**config.mk**
```make
export PLATFORM = sky130hd
export DESIGN_NAME = hazard_branch_sched
export DESIGN_NICKNAME = d
export VERILOG_FILES = /design/src/rtl/hazard_branch_sched.sv
export SDC_FILE = /design/constraint.sdc
export NUM_CORES = 1
export LEC_CHECK = 0
export ABC_CLOCK_PERIOD_IN_PS = 8250
export CAP_MARGIN = 20
export CORE_ASPECT_RATIO = 1.4
export CORE_MARGIN = 2
export CORE_UTILIZATION = 29
export DETAILED_ROUTE_END_ITERATION = 10
export PLACE_DENSITY = 0.64
export SLEW_MARGIN = 20
export SYNTH_ARGS = -nofsm -noshare
export SYNTH_HDL_FRONTEND = slang
export SYNTH_SLANG_ARGS = --single-unit
```
**constraint.sdc**
```tcl
create_clock -name clk -period 8.25 [get_ports clk]
set_input_delay 2.475 -clock clk [delete_from_list [all_inputs] [get_ports clk]]
set_output_delay 2.475 -clock clk [all_outputs]
set_load 0.01 [all_outputs]
```
**src/rtl/hazard_branch_sched.sv**
```systemverilog
// hazard_branch_sched
// Pipeline scheduler for the static 5-stage MIPS core. Decides every cycle
// whether the PC and IF/ID advance, hold, or are redirected/flushed, and
// whether ID/EX gets a bubble or the back half of the pipe freezes.
//
// Handshake semantics: imem_ready=1 means the fetch of the current PC
// completes this cycle, so the PC may advance (or be redirected) on the next
// edge. dmem_req=1 with dmem_ready=0 means the MEM-stage access is still
// outstanding, so the pipe holds. A request and its ready are sampled in the
// same cycle; there is no separate acceptance phase.
//
// Ports:
//   clk, resetn                  clock, synchronous active-low reset
//   id_*                         ID-stage instruction and operand usage
//   ex_*, mem_*                  producer info for hazard detection
//   branch, wb_pc                redirect request and target from ID
//   imem_ready, dmem_req/ready   memory handshakes
//   pc_we, pc_sel, pc_redirect   PC update controls
//   if_id_we, if_id_flush        IF/ID register controls
//   id_ex_bubble, pipe_freeze    downstream register controls
//   dmem_timeout                 sticky data-memory timeout flag
//   stall_cnt, flush_cnt         saturating statistics
module hazard_branch_sched #(
  parameter int CNT_W   = 16,
  parameter int TIMEOUT = 255
) (
  input  logic             clk,
  input  logic             resetn,
  input  logic             id_valid,
  input  logic [31:0]      id_inst,
  input  logic             id_uses_rs,
  input  logic             id_uses_rt,
  input  logic             id_is_ctrl,
  input  logic             ex_valid,
  input  logic             ex_mem_read,
  input  logic             ex_reg_write,
  input  logic [4:0]       ex_dest,
  input  logic             mem_valid,
  input  logic             mem_mem_read,
  input  logic [4:0]       mem_dest,
  input  logic             branch,
  input  logic [31:0]      wb_pc,
  input  logic             imem_ready,
  input  logic             dmem_req,
  input  logic             dmem_ready,
  output logic             pc_we,
  output logic             pc_sel,
  output logic [31:0]      pc_redirect,
  output logic             if_id_we,
  output logic             if_id_flush,
  output logic             id_ex_bubble,
  output logic             pipe_freeze,
  output logic             dmem_timeout,
  output logic [CNT_W-1:0] stall_cnt,
  output logic [CNT_W-1:0] flush_cnt
);

  localparam int WAIT_W = $clog2(TIMEOUT + 1);

  typedef enum logic {RUN, REDIR_PEND} state_t;

  state_t            state;
  logic [31:0]       target_q;
  logic [WAIT_W-1:0] wait_cnt;

  logic [4:0] rs, rt;
  logic       m_rs, m_rt;
  logic       ex_match, mem_match;
  logic       load_use, br_use, hz, freeze;
  logic       stall_evt, flush_evt, go_pend, leave_pend;
  logic       unused_bits;

  assign rs = id_inst[25:21];
  assign rt = id_inst[20:16];
  assign unused_bits = ^{id_inst[31:26], id_inst[15:0]};

  // Register 0 is hardwired, so reading it can never depend on a producer.
  assign m_rs = id_uses_rs & (rs != 5'd0);
  assign m_rt = id_uses_rt & (rt != 5'd0);

  assign ex_match  = (m_rs & (ex_dest == rs))  | (m_rt & (ex_dest == rt));
  assign mem_match = (m_rs & (mem_dest == rs)) | (m_rt & (mem_dest == rt));

  assign load_use = id_valid & ex_valid & ex_mem_read & ex_match;
  // Control instructions read operands in ID, so any EX result and any
  // MEM-stage load result are still too late for them.
  assign br_use   = id_valid & id_is_ctrl &
                    ((ex_valid & ex_reg_write & ex_match) |
                     (mem_valid & mem_mem_read & mem_match));
  assign hz       = load_use | br_use;
  assign freeze   = dmem_req & ~dmem_ready;

  always_comb begin
    pc_we        = 1'b0;
    pc_sel       = 1'b0;
    pc_redirect  = wb_pc;
    if_id_we     = 1'b0;
    if_id_flush  = 1'b0;
    id_ex_bubble = 1'b0;
    pipe_freeze  = 1'b0;
    stall_evt    = 1'b0;
    flush_evt    = 1'b0;
    go_pend      = 1'b0;
    leave_pend   = 1'b0;
    if (!resetn) begin
      if_id_flush  = 1'b1;
      id_ex_bubble = 1'b1;
    end else if (state == REDIR_PEND) begin
      // Keep steering the PC at the latched target and discard whatever
      // wrong-path fetch lands in IF/ID until the fetch completes.
      pc_sel      = 1'b1;
      pc_redirect = target_q;
      if_id_flush = 1'b1;
      if (freeze) begin
        pipe_freeze = 1'b1;
      end else begin
        if_id_we = 1'b1;
        if (imem_ready) begin
          pc_we      = 1'b1;
          leave_pend = 1'b1;
        end
      end
    end else begin
      if (freeze) begin
        pipe_freeze = 1'b1;
      end else if (hz) begin
        id_ex_bubble = 1'b1;
        stall_evt    = 1'b1;
      end else if (branch && id_valid) begin
        pc_sel      = 1'b1;
        if_id_we    = 1'b1;
        if_id_flush = 1'b1;
        flush_evt   = 1'b1;
        if (imem_ready) pc_we = 1'b1;
        else            go_pend = 1'b1;
      end else begin
        pc_we       = imem_ready;
        if_id_we    = 1'b1;
        if_id_flush = ~imem_ready;
      end
    end
  end

  always_ff @(posedge clk) begin
    if (!resetn) begin
      state        <= RUN;
      target_q     <= 32'd0;
      wait_cnt     <= '0;
      dmem_timeout <= 1'b0;
      stall_cnt    <= '0;
      flush_cnt    <= '0;
    end else begin
      if (go_pend) begin
        state    <= REDIR_PEND;
        target_q <= wb_pc;
      end else if (leave_pend) begin
        state <= RUN;
      end

      if (freeze) begin
        if (wait_cnt != WAIT_W'(TIMEOUT)) wait_cnt <= wait_cnt + 1'b1;
        if (wait_cnt == WAIT_W'(TIMEOUT - 1)) dmem_timeout <= 1'b1;
      end else begin
        wait_cnt <= '0;
      end

      if (stall_evt && (stall_cnt != {CNT_W{1'b1}})) stall_cnt <= stall_cnt + 1'b1;
      if (flush_evt && (flush_cnt != {CNT_W{1'b1}})) flush_cnt <= flush_cnt + 1'b1;
    end
  end

endmodule

```
==> results of run 1 <==
[critical path, stage by stage]
cell	delay, ns
clkdlybuf4s50_1	0.47
or4_1	0.54
o21ai_1	0.29
o22a_1	0.34
o211a_1	0.23
and2_1	0.14
clkdlybuf4s50_1	0.53
[worst paths after layout]
check	from	endpoint	cells past startpoint
worst min register to register	target_q[15]$_SDFFE_PN0P_	target_q[15]$_SDFFE_PN0P_	2
worst max register to register	stall_cnt[0]$_SDFFE_PN0P_	stall_cnt[7]$_SDFFE_PN0P_	5
worst max-delay path	id_inst[22]	pc_we	7
worst min-delay path	target_q[15]$_SDFFE_PN0P_	target_q[15]$_SDFFE_PN0P_	2
[power breakdown]
group          internal (mW)  switching (mW)
logic                 0.0719          0.0595
registers              0.363         0.00374
clock network          0.233           0.156
total                  0.668           0.220
[per-layer routing]
metal / vias to the layer above / track usage
li1: 2047 / -
met1: 1928 / 0.1626
met2: 136 / 0.2659
met3: 19 / 0.05159
met4: 0 / 0.05714
met5: - / 0
[kinds of logic after synthesis]
| family | share of synthesized area |
|---|---|
| and+or+nand+nor | 0.2714 |
| xor gates and xnor gates | 0.04892 |
| AOI/OAI and AO/OA | 0.09436 |
| buffers and inverters | 0.03786 |
| adders and majority gates | 0.01165 |
| muxes | 0.1910 |
| DFF | 0.3448 |
[state kept, by name, summed over array words and instances (netlist names)]
name and count:
wait_cnt 8, state 1, stall_cnt 16, flush_cnt 16, target_q 32, dmem_timeout 1
[layout make-up]
cell class	count	area, um2
clock buffer	9	225.2
clock inverter	7	70.07
fill	1463	8352
inverter	6	22.52
multi-input combinational	394	2653
sequential	74	1481
tap	189	236.5
timing repair buffer	142	1404
[layout by cell type (no fill, tap or decap), types with 9 or more instances in the layout]
cell,count
clkdlybuf4s50_1,136
nor2_1,19
nand3_1,17
xor2_1,22
nand2_1,100
a21oi_1,24
or4_1,18
nand2b_1,14
mux2i_1,46
clkbuf_16,9
nor3_1,11
o31ai_1,16
mux2_2,32
and3_1,11
dfxtp_1,74
==> flow_metrics.py, run 1 <==
metrics = {
    "layout": {
        "instances_no_fill": 821,
        "finish.utilization": 0.4218,
        "area.growth.synth_to_final_pct": 41.79,
        "fin_area_um2": 6092,
        "nets": 720,
        "diodes": 0,
        "drive_gt1_frac": 0.1028,
    },
    "yosys": {
        "postSynth.asyncResetShare": 0,
        "synth_area_per_cell_um2": 8.542,
        "synth_top_area_frac": 0.3448,
        "ys_types": 50,
        "syn-instance-count": 503,
        "syn_area_um2": 4297,
        "yosys.cell_count.top_type": "nand2_1",
        "yosysSeqAreaShare": 0.3448,
        "synth_common_cells": "100 x nand2_1, 74 x dfxtp_1, 46 x mux2i_1",
        "synth_top_area_cell": "dfxtp_1",
        "ys_seq_elements": 74,
        "synth_fp_nets": 596,
        "ys.flop_type": "dfxtp_1",
        "synth_edf_count": 0,
        "synth.area.top_cells": "dfxtp_1 34%, mux2i_1 11%, nand2_1 8.7%",
        "yosysWarningCount": 0,
    },
    "drt": {
        "via_per_inst": 5.030,
        "route.vias.total": 4130,
        "drtIter0Drc": 160,
        "drcViolationCount": 0,
        "wirelength_met1_mm": 4.896,
        "highest_layer": "met4",
        "drt_wl_total_mm": 12.06,
        "wl_met2_mm": 5.987,
        "wl_per_cell_um": 14.69,
        "drtAntennaViolNets": 0,
        "wl_met3_um": 947,
        "first_pass_iters": 4,
    },
    "clock_network": {
        "max-clock-path-buffers": 2,
        "clock-root-buffer": "clkbuf_16",
        "path_clk_slew_ns": 0.06,
        "clock_sinks": 74,
        "cts_made_buffers": 9,
        "postCtsHoldBufs": 0,
        "cts_tree": "yes",
        "clk_latency_ns": 0.33,
        "cts_resized": 0,
        "htreeDepth": 3,
        "post-cts-setup-buffers": 0,
    },
    "placed_design": {
        "post-place-ws_ns": 0.7800,
        "post-dp-hpwl_mm": 8.678,
        "io_buffers": 137,
        "placed_cell_area_um2": 5797,
        "place.gp.congestion": 0.8337,
        "placed_cells": 805,
    },
    "global_route": {
        "grt_max_degree": 83,
        "grt_pass1_wl_mm": 19.35,
        "track_usage": 0.1498,
        "grt_pass1_vias": 4144,
        "antenna_found_initial": 0,
        "grt.overflow.total": 0,
    },
    "floorplan": {
        "design.die.area_um2": 15820,
        "die_height_um": 148.0,
        "io_pins": 160,
        "rows": 52,
        "floorplan.initialDensity": 0.2975,
        "coreArea_um2": 14440,
        "die_w_um": 106.9,
    },
    "power": {
        "ir_drop_uv": 102.0,
        "total_power_mw": 0.8881,
        "power.density_nw_per_um2": 145.8,
        "p_leak_nw": 2.118,
    },
    "sta": {
        "maxSlewViolCount": 0,
        "min_period_ns": 7.507,
        "clock_skew_ns": 0.007316,
        "tns_ns": 0,
        "fin_hold_ws_ns": 0.4576,
        "setup_violations": 0,
        "finalCritPeriodShare": 0.9099,
        "hold_viol": 0,
        "worstMarginPinSlew_ns": 0.7978,
        "relSlewSlack": 0.4681,
        "fmax_mhz": 133.2,
        "rsz0062_at_grt": "false",
        "setup_ws_ns": 0.7429,
    },
    "setup_path": {
        "critPathRequiredTime_ns": 5.78,
        "cp-start-kind": "input pin",
        "critPathCaptureType": "output port",
        "reg2reg_slack_ns": 5.98,
        "critPathKind": "input pin to output port",
        "crit_fanout": 6,
        "arrival_ns": 5.03,
    },
    "outcome": {
        "status": "finished clean",
    },
    "worst_hold_path": {
        "min_path_type": "flip-flop to flip-flop",
    },
    "flow_run": {
        "drv_cap": 0,
    },
}
(Power assumes the default switching activity.)
==> run 2, diff against run 1 <==
Settings changed: ABC_CLOCK_PERIOD_IN_PS 8250 to unset, SLEW_MARGIN 20 to unset.
==> results of run 2 <==
No change in the layout: final DEF, timing and power equal those of run 1.
==> run 3, diff against run 2 <==
Settings changed: CAP_MARGIN 20 to unset.
==> results of run 3 <==
No change in the layout: final DEF, timing and power equal those of run 1.
